==> config.mk <==
export PLATFORM = sky130hd
export DESIGN_NAME = regfile_mp
export DESIGN_NICKNAME = d
export VERILOG_FILES = /design/src/rtl/regfile_pkg.sv /design/src/rtl/regfile_scoreboard.sv /design/src/rtl/regfile_mp.sv
export SDC_FILE = /design/constraint.sdc
export NUM_CORES = 1
export LEC_CHECK = 0
export CAP_MARGIN = 20
export CORE_MARGIN = 1.5
export CORE_UTILIZATION = 58
export DETAILED_ROUTE_END_ITERATION = 7
export GPL_TIMING_DRIVEN = 0
export HOLD_SLACK_MARGIN = 0.05
export PLACE_DENSITY = 0.88
export SKIP_LAST_GASP = 1
export SYNTH_ARGS = -nofsm -noshare
export SYNTH_HDL_FRONTEND = slang
export SYNTH_HIERARCHICAL = 1
export SYNTH_SLANG_ARGS = --single-unit
export TNS_END_PERCENT = 10
==> constraint.sdc <==
create_clock -name clk -period 1.5 [get_ports clk]
set_input_delay 0.225 -clock clk [delete_from_list [all_inputs] [get_ports clk]]
set_output_delay 0.225 -clock clk [all_outputs]
set_load 0.01 [all_outputs]
==> src/rtl/regfile_pkg.sv <==
// Shared constants and helpers for the multi-port register file.
package regfile_pkg;

    localparam int unsigned DATA_W_DEF   = 16;
    localparam int unsigned NUM_REGS_DEF = 8;
    localparam int unsigned ADDR_W_DEF   = 3;

    // Index of the hard-wired zero register when that option is enabled.
    localparam int unsigned ZERO_IDX = 0;

    // Ceiling log2; clog2(1) = 0.
    function automatic int unsigned clog2(input int unsigned value);
        int unsigned res;
        int unsigned v;
        res = 0;
        v   = (value > 0) ? value - 1 : 0;
        while (v > 0) begin
            res = res + 1;
            v   = v >> 1;
        end
        return res;
    endfunction

endpackage

==> src/rtl/regfile_scoreboard.sv <==
// Pending (scoreboard) flags for the register file: decode reserves a
// destination, writeback clears it. Set beats clear on the same register.
module regfile_scoreboard
    import regfile_pkg::*;
#(
    parameter int unsigned NUM_REGS = NUM_REGS_DEF,
    parameter int unsigned ADDR_W   = ADDR_W_DEF,
    parameter int unsigned NUM_WR   = 1,
    parameter int unsigned ZERO_REG = 0
) (
    input  logic                     clk,
    input  logic                     rst,
    input  logic [NUM_WR-1:0]        wr_valid,
    input  logic [NUM_WR*ADDR_W-1:0] wr_addr,
    input  logic                     rsv_en,
    input  logic [ADDR_W-1:0]        rsv_addr,
    output logic                     rsv_ok,
    output logic [NUM_REGS-1:0]      pending
);

    logic [NUM_REGS-1:0] pending_q;
    logic [NUM_REGS-1:0] pending_d;
    logic                rsv_legal;
    logic                rsv_busy;
    logic                rsv_set;

    // Accept a reservation only for a legal, currently idle register.
    always_comb begin
        rsv_busy = 1'b0;
        for (int unsigned r = 0; r < NUM_REGS; r++) begin
            if (32'(rsv_addr) == r) begin
                rsv_busy = pending_q[r];
            end
        end
        rsv_legal = 32'(rsv_addr) < NUM_REGS;
        rsv_ok    = rsv_en & rsv_legal & ~rsv_busy;
        // The zero register accepts the request but never records it.
        rsv_set   = rsv_ok & ~((ZERO_REG != 0) && (32'(rsv_addr) == ZERO_IDX));
    end

    // Per-register next state: any valid write clears, an accepted reservation sets.
    always_comb begin
        pending_d = pending_q;
        for (int unsigned r = 0; r < NUM_REGS; r++) begin
            for (int unsigned w = 0; w < NUM_WR; w++) begin
                if (wr_valid[w] && (32'(wr_addr[w*ADDR_W +: ADDR_W]) == r)) begin
                    pending_d[r] = 1'b0;
                end
            end
            if (rsv_set && (32'(rsv_addr) == r)) begin
                pending_d[r] = 1'b1;
            end
        end
    end

    // Pending flag register with synchronous active-low clear.
    always_ff @(posedge clk) begin
        if (!rst) begin
            pending_q <= '0;
        end else begin
            pending_q <= pending_d;
        end
    end

    assign pending = pending_q;

endmodule

==> src/rtl/regfile_mp.sv <==
// Parametrised multi-port register file with per-register pending flags.
// Optional REGFILE_BYPASS_EN: same-cycle write-to-read forwarding.
module regfile_mp
    import regfile_pkg::*;
#(
    parameter int unsigned DATA_W   = DATA_W_DEF,
    parameter int unsigned NUM_REGS = NUM_REGS_DEF,
    parameter int unsigned ADDR_W   = ADDR_W_DEF,
    parameter int unsigned NUM_RD   = 2,
    parameter int unsigned NUM_WR   = 1,
    parameter int unsigned ZERO_REG = 0
) (
    input  logic                     clk,
    input  logic                     rst,
    input  logic [NUM_RD*ADDR_W-1:0] rd_addr,
    output logic [NUM_RD*DATA_W-1:0] rd_data,
    output logic [NUM_RD-1:0]        rd_busy,
    input  logic [NUM_WR-1:0]        wr_en,
    input  logic [NUM_WR*ADDR_W-1:0] wr_addr,
    input  logic [NUM_WR*DATA_W-1:0] wr_data,
    input  logic                     rsv_en,
    input  logic [ADDR_W-1:0]        rsv_addr,
    output logic                     rsv_ok,
    output logic [NUM_REGS-1:0]      pending
);

    if (ADDR_W < clog2(NUM_REGS)) begin : g_bad_addr_w
        $error("ADDR_W too small for NUM_REGS");
    end

    logic [DATA_W-1:0] regs_q [NUM_REGS];
    logic [DATA_W-1:0] regs_d [NUM_REGS];
    logic [NUM_WR-1:0] wr_valid;

    // A write lands only for a legal address that is not the hard-wired zero.
    always_comb begin
        wr_valid = '0;
        for (int unsigned w = 0; w < NUM_WR; w++) begin
            wr_valid[w] = wr_en[w]
                && (32'(wr_addr[w*ADDR_W +: ADDR_W]) < NUM_REGS)
                && !((ZERO_REG != 0) && (32'(wr_addr[w*ADDR_W +: ADDR_W]) == ZERO_IDX));
        end
    end

    // Write merge; later ports overwrite earlier ones on an address clash.
    always_comb begin
        for (int unsigned r = 0; r < NUM_REGS; r++) begin
            regs_d[r] = regs_q[r];
            for (int unsigned w = 0; w < NUM_WR; w++) begin
                if (wr_valid[w] && (32'(wr_addr[w*ADDR_W +: ADDR_W]) == r)) begin
                    regs_d[r] = wr_data[w*DATA_W +: DATA_W];
                end
            end
        end
    end

    // Register storage with synchronous active-low clear.
    always_ff @(posedge clk) begin
        for (int unsigned r = 0; r < NUM_REGS; r++) begin
            if (!rst) begin
                regs_q[r] <= '0;
            end else begin
                regs_q[r] <= regs_d[r];
            end
        end
    end

    regfile_scoreboard #(
        .NUM_REGS (NUM_REGS),
        .ADDR_W   (ADDR_W),
        .NUM_WR   (NUM_WR),
        .ZERO_REG (ZERO_REG)
    ) u_scoreboard (
        .clk      (clk),
        .rst      (rst),
        .wr_valid (wr_valid),
        .wr_addr  (wr_addr),
        .rsv_en   (rsv_en),
        .rsv_addr (rsv_addr),
        .rsv_ok   (rsv_ok),
        .pending  (pending)
    );

    // Combinational read ports; illegal and zero-register addresses read 0/idle.
    always_comb begin
        rd_data = '0;
        rd_busy = '0;
        for (int unsigned k = 0; k < NUM_RD; k++) begin
            for (int unsigned r = 0; r < NUM_REGS; r++) begin
                if ((32'(rd_addr[k*ADDR_W +: ADDR_W]) == r)
                    && !((ZERO_REG != 0) && (r == ZERO_IDX))) begin
                    rd_data[k*DATA_W +: DATA_W] = regs_q[r];
                    rd_busy[k]                  = pending[r];
                end
            end
`ifdef REGFILE_BYPASS_EN
            // wr_valid already excludes the zero register, so it keeps reading 0.
            for (int unsigned w = 0; w < NUM_WR; w++) begin
                if (wr_valid[w]
                    && (wr_addr[w*ADDR_W +: ADDR_W] == rd_addr[k*ADDR_W +: ADDR_W])) begin
                    rd_data[k*DATA_W +: DATA_W] = wr_data[w*DATA_W +: DATA_W];
                    rd_busy[k]                  = 1'b0;
                end
            end
`endif
        end
    end

endmodule
==> impl_metrics.py, run 1 <==
metrics = {
    "clock_network": {
        "clk_latency_ns": 0.44,
        "cts_num_sinks": 136,
        "hold_buffers": 0,
        "cts_tree": "built",
        "cts_root_buffer": "clkbuf_16",
        "cts_htree_levels": 4,
        "cts_buffers": 17,
        "clk_pin_slew_ns": 0.06,
        "clock_path_buffers": 2,
    },
    "synthesis": {
        "yosysWarnings": 6,
        "synth.avg_cell_area_sq_um": 8.14,
        "synthTopCellsByCount": "nand2_1 (303), dfxtp_1 (136), a21boi_0 (111)",
        "ys_seq_area_frac": 0.348,
        "ys_seq_elements": 136,
        "async_reset_ff_frac": 0,
        "synth_top_area_share": 0.348,
        "netlist_area_sq_um": 7810,
        "synth_cells": 960,
        "synth_area_leaders": "dfxtp_1 (35%), nand2_1 (15%), a21boi_0 (11%)",
        "synth.most_common_cell": "nand2_1",
        "syn-num-nets": 992,
        "synth_top_flop_cell": "dfxtp_1",
        "yosys.cell_types.count": 53,
        "yosys.area.top_type": "dfxtp_1",
        "synth_edf_count": 0,
    },
    "global_routing": {
        "grtUsageMet1": 0.515,
        "grt_max_degree": 17,
        "grt_use_total": 0.398,
        "grt_pass1_vias": 7807,
        "antenna_found_initial": 0,
        "grt_use_met3": 0.142,
        "grt_pass1_wl_microns": 43100,
        "use_met2": 0.589,
        "grt.overflow.total": 0,
        "top_usage_layer": "met2",
    },
    "sta": {
        "skew_ns": 0.000269,
        "slew_viol_final": 0,
        "clock.fmax_mhz": 514,
        "rsz0062_at_grt": "true",
        "tightest_slew_ns": 0.670,
        "setup-violations-final": 65,
        "period_share": 1.30,
        "maxSlewHeadroom": 0.553,
        "setup_ws_ns": -0.447,
        "final_hold_viol_count": 0,
        "period_needed_ns": 1.95,
    },
    "routing": {
        "drc_errors": 1,
        "totalWireLength_microns": 29800,
        "wire_per_inst_microns": 23.9,
        "firstDrtPassIters": 8,
        "first_iter_violations": 1540,
        "vias": 8456,
        "vias_per_cell": 6.79,
        "detail-route-antenna-nets": 0,
    },
    "floorplanning": {
        "row_count": 42,
        "die_w_microns": 119,
        "ios": 75,
        "die_height_microns": 119,
        "core_area_sq_um": 13200,
        "die_area_sq_um": 14200,
        "start_util": 0.592,
    },
    "pwr": {
        "irDropWorstVdd_mv": 1.00,
        "power_density_nw_per_um2": 964,
        "power.leakage_uw": 0.00361,
    },
    "min_path": {
        "hold_class": "in -> reg",
    },
    "setup_path": {
        "critPathCaptureType": "primary output",
        "start_kind": "flip-flop",
        "worstPathRequired_ns": 1.27,
        "worstPathArrival_ns": 1.72,
        "crit_path_cell_trace": "mux4_2, mux2_4, buf_6",
        "crit_family": "multiplexers",
        "critPathSlowestCell": "mux4_2",
        "slowest_delay_ns": 0.52,
        "path_class": "reg -> out",
        "path_buf_inv": 1,
        "path_max_fanout": 2,
    },
    "job": {
        "drv_cap": 0,
    },
    "placement": {
        "place_congestion": 0.962,
        "place.detailed.hpwl_microns": 19100,
        "portBuffers": 54,
        "dp_slack_ns": -1.46,
    },
    "finish": {
        "utilization": 0.759,
        "area_growth_pct": 28.1,
        "multi_input_area_sq_um": 5040,
        "num_antenna_cells": 0,
        "seq_area_sq_um": 2820,
        "nFillCells": 852,
        "fin_nets": 1089,
        "drive_gt1_frac": 0.310,
    },
    "outcome": {
        "failed_checks": "design-rule violations, negative setup slack",
        "run_status": "finished with violations",
    },
}
==> cell usage in the layout (no fill, tap or decap), drive strengths merged, types with 2 or more instances in the layout <==
cell	synthesis	routed
nand2	304	304
a2111oi	2	2
nand2b	6	6
o311ai	3	3
clkinvlp	0	2
nand4	6	6
clkbuf	37	62
a22oi	30	30
mux4	12	12
a21boi	128	128
and2	2	2
a21oi	20	20
mux2i	57	57
nor2	30	30
dlymetal6s2s	0	5
clkinv	0	6
o22a	12	12
inv	4	4
a32oi	12	12
dfxtp	136	136
nor3b	2	2
or3b	2	2
buf	51	105
bufinv	0	3
nor3	4	4
clkdlybuf4s50	0	10
a22o	13	13
mux2	20	20
nor2b	19	19
dlygate4sd2	0	4
o21ai	31	31
nand3	4	4
==> through the flow <==
stage,instance area [sq um],hold WS (ns),power (uW),instances,TNS [ns]
final,10000,0.102,9650,1246,-13.81
after global placement,8650,0.448,5000,1190,-115.46
after CTS,9650,0.0865,9390,1239,-31.32
after floorplan,7890,0.398,4550,960,0
after global routing,10000,0.118,9780,1246,-16.25
after detailed placement,8650,0.463,5020,1190,-120.72
==> metal layers <==
metal	wire length, microns	up-vias
li1	-	3514
met1	10600	3895
met2	12900	841
met3	4500	206
met4	1810	0
met5	0	-
==> power breakdown <==
group	switching (uW)	internal [uW]	total, uW	leakage, uW
registers	89.9	3690	3780	0.00113
clock network	1730	2740	4470	0.000299
logic	828	567	1400	0.00217
total	2650	7000	9650	0.00361
==> path summary, 6_finish.rpt <==
check / startpoint / endpoint / slack, ns / cells past startpoint
worst max-delay path: regs_q[1][17]$_SDFFE_PN0P_ / rd_data[17] / -0.45 / 3
worst min-delay path: wr_data[6] / regs_q[3][6]$_SDFFE_PN0P_ / 0.10 / 3
worst max register to register: u_scoreboard/pending[4]$_SDFFE_PN0P_ / u_scoreboard/pending[6]$_SDFFE_PN0P_ / 0.27 / 4
worst min register to register: regs_q[0][15]$_SDFFE_PN0P_ / regs_q[0][15]$_SDFFE_PN0P_ / 0.47 / 2
==> tightest hold or removal path: cells and delay by family <==
family / cells / cell delay (ns)
simple gates: 1 / 0.07
buf+inv: 1 / 0.16
compound gates: 1 / 0.05
==> flip-flops by register name, summed over array words and instances, names as in the netlist <==
| register | count |
|---|---|
| u_scoreboard/pending | 8 |
| regs_q | 128 |
==> kinds of logic after synthesis <==
| family | after synthesis | synth area share |
|---|---|---|
| AND/OR/NAND/NOR | 383 | 0.211 |
| flip-flops | 136 | 0.348 |
| multiplexers | 89 | 0.136 |
| AO/OA/AOI/OAI | 260 | 0.243 |
| buffers and inverters | 92 | 0.0609 |
==> layout make-up <==
class | instances | area share
timing repair buffer | 79 | 0.0619
clock inverter | 11 | 0.0146
sequential | 136 | 0.282
tap | 176 | 0.0220
buffer | 87 | 0.0673
multi-input combinational | 732 | 0.504
inverter | 4 | 0.00150
clock buffer | 21 | 0.0470
==> timing repair <==
action,4_1_cts,5_1_grt
gates resized for setup,255,146
setup endpoints to repair,167,172
setup buffers,16,6
cloned,1,2
pin swaps,28,19
(Power assumes the default switching activity.)
==> run 2, diff against run 1 <==
--- a/config.mk
+++ b/config.mk
@@ -5,13 +5,14 @@
 export SDC_FILE = /design/constraint.sdc
 export NUM_CORES = 1
 export LEC_CHECK = 0
+export ABC_AREA = 1
 export CAP_MARGIN = 20
 export CORE_MARGIN = 1.5
-export CORE_UTILIZATION = 58
+export CORE_UTILIZATION = 57
 export DETAILED_ROUTE_END_ITERATION = 7
 export GPL_TIMING_DRIVEN = 0
 export HOLD_SLACK_MARGIN = 0.05
-export PLACE_DENSITY = 0.88
+export PLACE_DENSITY = 0.87
 export SKIP_LAST_GASP = 1
 export SYNTH_ARGS = -nofsm -noshare
 export SYNTH_HDL_FRONTEND = slang
==> run 2 against run 1 <==
The flow still finishes with violations (design-rule violations, negative setup slack); clock skew is 0.0062 ns higher; worst setup slack better by 0.090 ns; worst hold slack improved by 0.028 ns; critical endpoint is now rd_data[25]; critical path depth grew 2.
==> impl_metrics.py, run 2 <==
metrics = {
    "finish": {
        "num_antenna_cells": 0,
        "area_growth_pct": 25.7,
        "final_cell_mix": "nor2_1 (289), nand4_1 (180), nand2_1 (126)",
        "largest_reg_flops": 128,
        "nFillCells": 965,
        "final_cell_area_sq_um": 9050,
        "drive_gt1_frac": 0.180,
        "final_cells": 1376,
        "regMostFlops": "regs_q",
        "utilization": 0.744,
        "final_common_cell": "nor2_1",
        "fin_nets": 1228,
    },
    "synthesis": {
        "yosys.cell_types.count": 26,
        "synthTopCellsByCount": "nor2_1 (302), nand4_1 (180), dfxtp_1 (136)",
        "yosys.area.top_type": "dfxtp_1",
        "ys_seq_area_frac": 0.378,
        "synth.avg_cell_area_sq_um": 6.63,
        "synth_cells": 1086,
        "async_reset_ff_frac": 0,
        "synth.most_common_cell": "nor2_1",
        "syn-num-nets": 1118,
        "synth_top_area_share": 0.378,
        "synth_edf_count": 0,
        "ys_seq_elements": 136,
        "synth_area_leaders": "dfxtp_1 (38%), nor2_1 (16%), nand4_1 (16%)",
        "synth_top_flop_cell": "dfxtp_1",
        "yosysWarnings": 6,
        "netlist_area_sq_um": 7200,
    },
    "sta": {
        "maxSlewHeadroom": 0.591,
        "clock.fmax_mhz": 538,
        "period_needed_ns": 1.86,
        "hold_ws_ns": 0.130,
        "rsz0062_at_grt": "true",
        "period_share": 1.24,
        "skew_ns": 0.00649,
        "slew_viol_final": 0,
        "setup-violations-final": 99,
        "tightest_slew_ns": 0.613,
        "setup_ws_ns": -0.358,
        "final_hold_viol_count": 0,
    },
    "setup_path": {
        "path_buf_inv": 1,
        "crit_path_cell_trace": "nand4_1, nand4_1, nor2_2, nand4_1, buf_2",
        "crit_top_cell": "nand4_1",
        "critPathCaptureType": "primary output",
        "start_kind": "flip-flop",
        "path_max_fanout": 3,
        "worstPathArrival_ns": 1.63,
        "crit_family": "simple AND/OR/NAND/NOR gates",
        "rr_worst_depth": 9,
        "worstPathRequired_ns": 1.27,
        "critical_path_cell_count": 5,
        "path_class": "reg -> out",
        "slowest_delay_ns": 0.33,
        "critPathSlowestCell": "dfxtp_1",
    },
    "pwr": {
        "power.leakage_uw": 0.00358,
        "power_density_nw_per_um2": 1070,
        "irDropWorstVdd_mv": 0.810,
        "finalPower_uw": 9690,
    },
    "placement": {
        "dp.cells": 1322,
        "portBuffers": 68,
        "place_area_sq_um": 8100,
        "place.detailed.hpwl_microns": 19100,
        "place_congestion": 0.983,
    },
    "clock_network": {
        "cts_tree": "built",
        "clock_path_buffers": 2,
        "cts_htree_levels": 4,
        "cts_buffers": 17,
        "cts_root_buffer": "clkbuf_16",
        "cts_num_sinks": 136,
        "hold_buffers": 0,
        "clk_latency_ns": 0.45,
        "clk_pin_slew_ns": 0.06,
    },
    "routing": {
        "m1WireLength_microns": 10700,
        "vias_per_cell": 6.59,
        "drc_errors": 1,
        "wl_met2_microns": 12600,
        "dr_wl_met3_microns": 4850,
        "top_layer_used": "met4",
        "wire_per_inst_microns": 21.6,
        "first_iter_violations": 1556,
        "detail-route-antenna-nets": 0,
        "vias": 9066,
        "firstDrtPassIters": 8,
        "totalWireLength_microns": 29700,
    },
    "floorplanning": {
        "core_area_sq_um": 12200,
        "die_w_microns": 115,
        "ios": 75,
        "die_height_microns": 115,
        "row_count": 40,
        "start_util": 0.592,
        "die_area_sq_um": 13300,
    },
    "outcome": {
        "failed_checks": "design-rule violations, negative setup slack",
        "run_status": "finished with violations",
    },
    "global_routing": {
        "grt_use_total": 0.449,
        "grt.overflow.total": 0,
        "antenna_found_initial": 0,
        "grt_pass1_vias": 8258,
        "grt_max_degree": 17,
        "grt_pass1_wl_microns": 45200,
    },
    "job": {
        "drv_cap": 0,
    },
    "min_path": {
        "hold_depth": 4,
        "hold_class": "in -> reg",
    },
}
==> run 2: cell count changes after synthesis, moves of 17 or more <==
cell	previous run	this run
o21ai_0	30	125
nand3_1	3	38
nand4_1	6	180
a21boi_0	111	0
a21boi_1	17	0
nor2_1	24	302
mux2i_1	57	0
inv_1	4	33
nor2b_1	18	0
a22oi_1	30	0
mux2_2	20	0
nand2_1	303	128
==> run 2: path summary, 6_finish.rpt <==
kind                                                           start                              endpoint  slack, ns
worst min register to register             regs_q[2][7]$_SDFFE_PN0P_             regs_q[2][7]$_SDFFE_PN0P_       0.48
worst max-delay path                      regs_q[0][25]$_SDFFE_PN0P_                           rd_data[25]      -0.36
worst min-delay path                                     rsv_addr[1]  u_scoreboard/pending[4]$_SDFFE_PN0P_       0.13
worst max register to register  u_scoreboard/pending[0]$_SDFFE_PN0P_  u_scoreboard/pending[1]$_SDFFE_PN0P_       0.13
==> run 2: report_power, final <==
group          internal (uW)  switching, uW
registers               3740            108
clock network           2840           1730
logic                    412            855
==> run 2: what timing repair did <==
action	CTS	global route
setup buffers	24	2
gates resized for setup	225	42
pin swaps	69	24
setup endpoints to repair	125	179
==> run 2: tightest hold or removal path, delay by kind of cell <==
family	cells	cell delay [ns]
buffers and inverters	1	0.11
AND/OR/NAND/NOR	2	0.14
AO/OA/AOI/OAI	1	0.05
==> run 2: cell families (layout without fill, tap and decap cells) <==
kind of cell / after synthesis / in the layout / synth area share
compound gates: 154 / 154 / 0.107
flops: 136 / 136 / 0.378
simple gates: 672 / 672 / 0.438
buf+inv: 124 / 246 / 0.0768
==> run 2: layout make-up <==
| type | instances | area [sq um] | area share |
|---|---|---|---|
| Multi-Input combinational cell | 826 | 4010 | 0.443 |
| Clock inverter | 13 | 194 | 0.0214 |
| Tap cell | 168 | 210 | 0.0232 |
| Timing Repair Buffer | 91 | 716 | 0.0790 |
| Buffer | 77 | 528 | 0.0583 |
| Sequential cell | 136 | 2760 | 0.305 |
| Inverter | 47 | 196 | 0.0217 |
| Clock buffer | 18 | 439 | 0.0485 |
==> run 2: routing by layer <==
| layer | track usage | up-vias |
|---|---|---|
| met5 | 0 | - |
| met4 | 0.205 | 0 |
| met3 | 0.165 | 193 |
| met2 | 0.680 | 880 |
| met1 | 0.571 | 4028 |
| li1 | - | 3965 |
==> run 2: stage by stage <==
step / setup slack, ns / TNS, ns
after floorplan: 0.156 / 0
after global placement: -1.20 / -98.88
after detailed placement: -1.21 / -102.11
after CTS: -0.243 / -16.41
after global routing: -0.336 / -23.04
final: -0.358 / -16.36
==> run 3, diff against run 2 <==
--- a/config.mk
+++ b/config.mk
@@ -8,11 +8,11 @@
 export ABC_AREA = 1
 export CAP_MARGIN = 20
 export CORE_MARGIN = 1.5
-export CORE_UTILIZATION = 57
+export CORE_UTILIZATION = 60
 export DETAILED_ROUTE_END_ITERATION = 7
 export GPL_TIMING_DRIVEN = 0
 export HOLD_SLACK_MARGIN = 0.05
-export PLACE_DENSITY = 0.87
+export PLACE_DENSITY = 0.91
 export SKIP_LAST_GASP = 1
 export SYNTH_ARGS = -nofsm -noshare
 export SYNTH_HDL_FRONTEND = slang
==> constraint.sdc (replaced) <==
create_clock -name clk -period 2.4 [get_ports clk]
set_input_delay 0.36 -clock clk [delete_from_list [all_inputs] [get_ports clk]]
set_output_delay 0.36 -clock clk [all_outputs]
set_load 0.01 [all_outputs]
==> run 3 against run 2 <==
The run still ends with design-rule violations, negative setup slack left; largest power group unchanged; combinational power fell by 40%; via count fell by 1.6%; sequential share of layout area rose by 0.25 points; critical path type is now in -> out.
==> impl_metrics.py, run 3 (synthesis results as in run 2) <==
metrics = {
    "setup_path": {
        "start_kind": "input pin",
        "path_buf_inv": 5,
        "worstPathRequired_ns": 2.04,
        "crit_family": "buffers and inverters",
        "path_max_fanout": 10,
        "worstPathArrival_ns": 2.27,
        "critPathSlowestCell": "clkdlybuf4s50_1",
        "critPathCaptureType": "primary output",
        "slowest_delay_ns": 0.54,
        "path_class": "in -> out",
        "crit_top_cell": "nand4_1",
        "crit_path_cell_trace": "clkdlybuf4s50_1, inv_4, buf_8, buf_4, nand4_1, nand4_1, nor2_2, nand4_1, dlygate4sd2_1",
    },
    "clock_network": {
        "cts_htree_levels": 4,
        "clk_latency_ns": 0.43,
        "hold_buffers": 0,
        "clock_path_buffers": 2,
        "cts_tree": "built",
        "cts_buffers": 17,
        "cts_root_buffer": "clkbuf_16",
        "cts_num_sinks": 136,
        "clk_pin_slew_ns": 0.06,
    },
    "outcome": {
        "run_status": "finished with violations",
        "failed_checks": "design-rule violations, negative setup slack",
    },
    "floorplanning": {
        "core_area_sq_um": 11600,
        "start_util": 0.623,
        "row_count": 39,
        "die_area_sq_um": 12700,
        "die_w_microns": 113,
        "die_height_microns": 113,
        "ios": 75,
    },
    "sta": {
        "rsz0062_at_grt": "true",
        "period_share": 1.10,
        "period_needed_ns": 2.63,
        "tightest_slew_ns": 0.718,
        "skew_ns": 0.00442,
        "setup-violations-final": 18,
        "hold_ws_ns": 0.271,
        "maxSlewHeadroom": 0.521,
        "slew_viol_final": 0,
        "setup_ws_ns": -0.232,
        "final_hold_viol_count": 0,
        "clock.fmax_mhz": 380,
    },
    "finish": {
        "area_growth_pct": 22.8,
        "utilization": 0.765,
        "final_common_cell": "nor2_1",
        "regMostFlops": "regs_q",
        "final_cell_area_sq_um": 8840,
        "largest_reg_flops": 128,
        "drive_gt1_frac": 0.0986,
        "fin_nets": 1216,
        "final_cell_mix": "nor2_1 (293), nand4_1 (180), dfxtp_1 (136)",
        "num_antenna_cells": 0,
    },
    "routing": {
        "wire_per_inst_microns": 21.5,
        "firstDrtPassIters": 8,
        "drc_errors": 10,
        "vias_per_cell": 6.66,
        "vias": 8919,
        "detail-route-antenna-nets": 0,
        "first_iter_violations": 1745,
        "totalWireLength_microns": 28800,
    },
    "placement": {
        "place_area_sq_um": 8060,
        "place_congestion": 1.01,
        "portBuffers": 68,
        "place.detailed.hpwl_microns": 19100,
        "dp_slack_ns": -0.561,
    },
    "pwr": {
        "power.leakage_uw": 0.00349,
        "irDropWorstVdd_mv": 0.578,
        "finalPower_uw": 5920,
        "power_density_nw_per_um2": 669,
    },
    "min_path": {
        "hold_class": "in -> reg",
    },
    "global_routing": {
        "grt_pass1_wl_microns": 43600,
        "antenna_found_initial": 0,
        "grt_use_total": 0.449,
        "grt.overflow.total": 0,
        "grt_max_degree": 17,
        "grt_pass1_vias": 8072,
    },
    "job": {
        "drv_cap": 0,
    },
}
==> run 3: cell count changes in the layout (fill, tap and decap cells not counted), moves of 11 or more <==
cell / previous run / this run
buf_1: 0 / 11
buf_2: 46 / 9
clkbuf_1: 18 / 31
clkdlybuf4s50_1: 27 / 39
dfxtp_1: 113 / 136
dfxtp_2: 18 / 0
dlygate4sd2_1: 3 / 25
==> run 3: path summary, 6_finish.rpt <==
kind | end | cells past startpoint | from | slack (ns)
min | u_scoreboard/pending[7]$_SDFFE_PN0P_ | 3 | rsv_en | 0.27
min reg2reg | regs_q[2][14]$_SDFFE_PN0P_ | 2 | regs_q[2][14]$_SDFFE_PN0P_ | 0.49
max reg2reg | u_scoreboard/pending[1]$_SDFFE_PN0P_ | 7 | u_scoreboard/pending[0]$_SDFFE_PN0P_ | 1.13
max | rd_data[17] | 9 | rd_addr[5] | -0.23
==> run 3: power breakdown <==
part           internal, uW  total (uW)  switching [uW]
sequential             2340        2400            66.1
clock                  1720        2760            1040
combinational           241         760             519
==> run 3: metal layers <==
metal,wire (microns),vias up,GRT usage
li1,-,3945,-
met1,10200,3971,0.576
met2,12500,816,0.694
met3,4570,187,0.126
met4,1510,0,0.225
met5,0,-,0
==> run 3: repair_timing <==
action / CTS / global route
setup buffers: 11 / 0
setup endpoints to repair: 35 / 25
pin swaps: 22 / 2
resized for setup: 60 / 12
==> run 3: area by class of cell <==
cell class | count | area [sq um]
Clock inverter | 10 | 144
Fill cell | 879 | 2720
Multi-Input combinational cell | 826 | 3960
Tap cell | 143 | 179
Clock buffer | 22 | 474
Timing Repair Buffer | 79 | 742
Buffer | 77 | 429
Sequential cell | 136 | 2720
Inverter | 47 | 191
==> run 3: worst min-delay path: cells and delay by family <==
family	cells	cell delay, ns
buf+inv	1	0.15
compound gates	1	0.05
simple gates	1	0.09
==> run 3: through the flow <==
stage | TNS, ns | cells
final | -2.76 | 1340
after global routing | -3.58 | 1340
after CTS | -2.66 | 1340
after detailed placement | -16.46 | 1297
after global placement | -16.40 | 1297
after floorplan | 0 | 1086
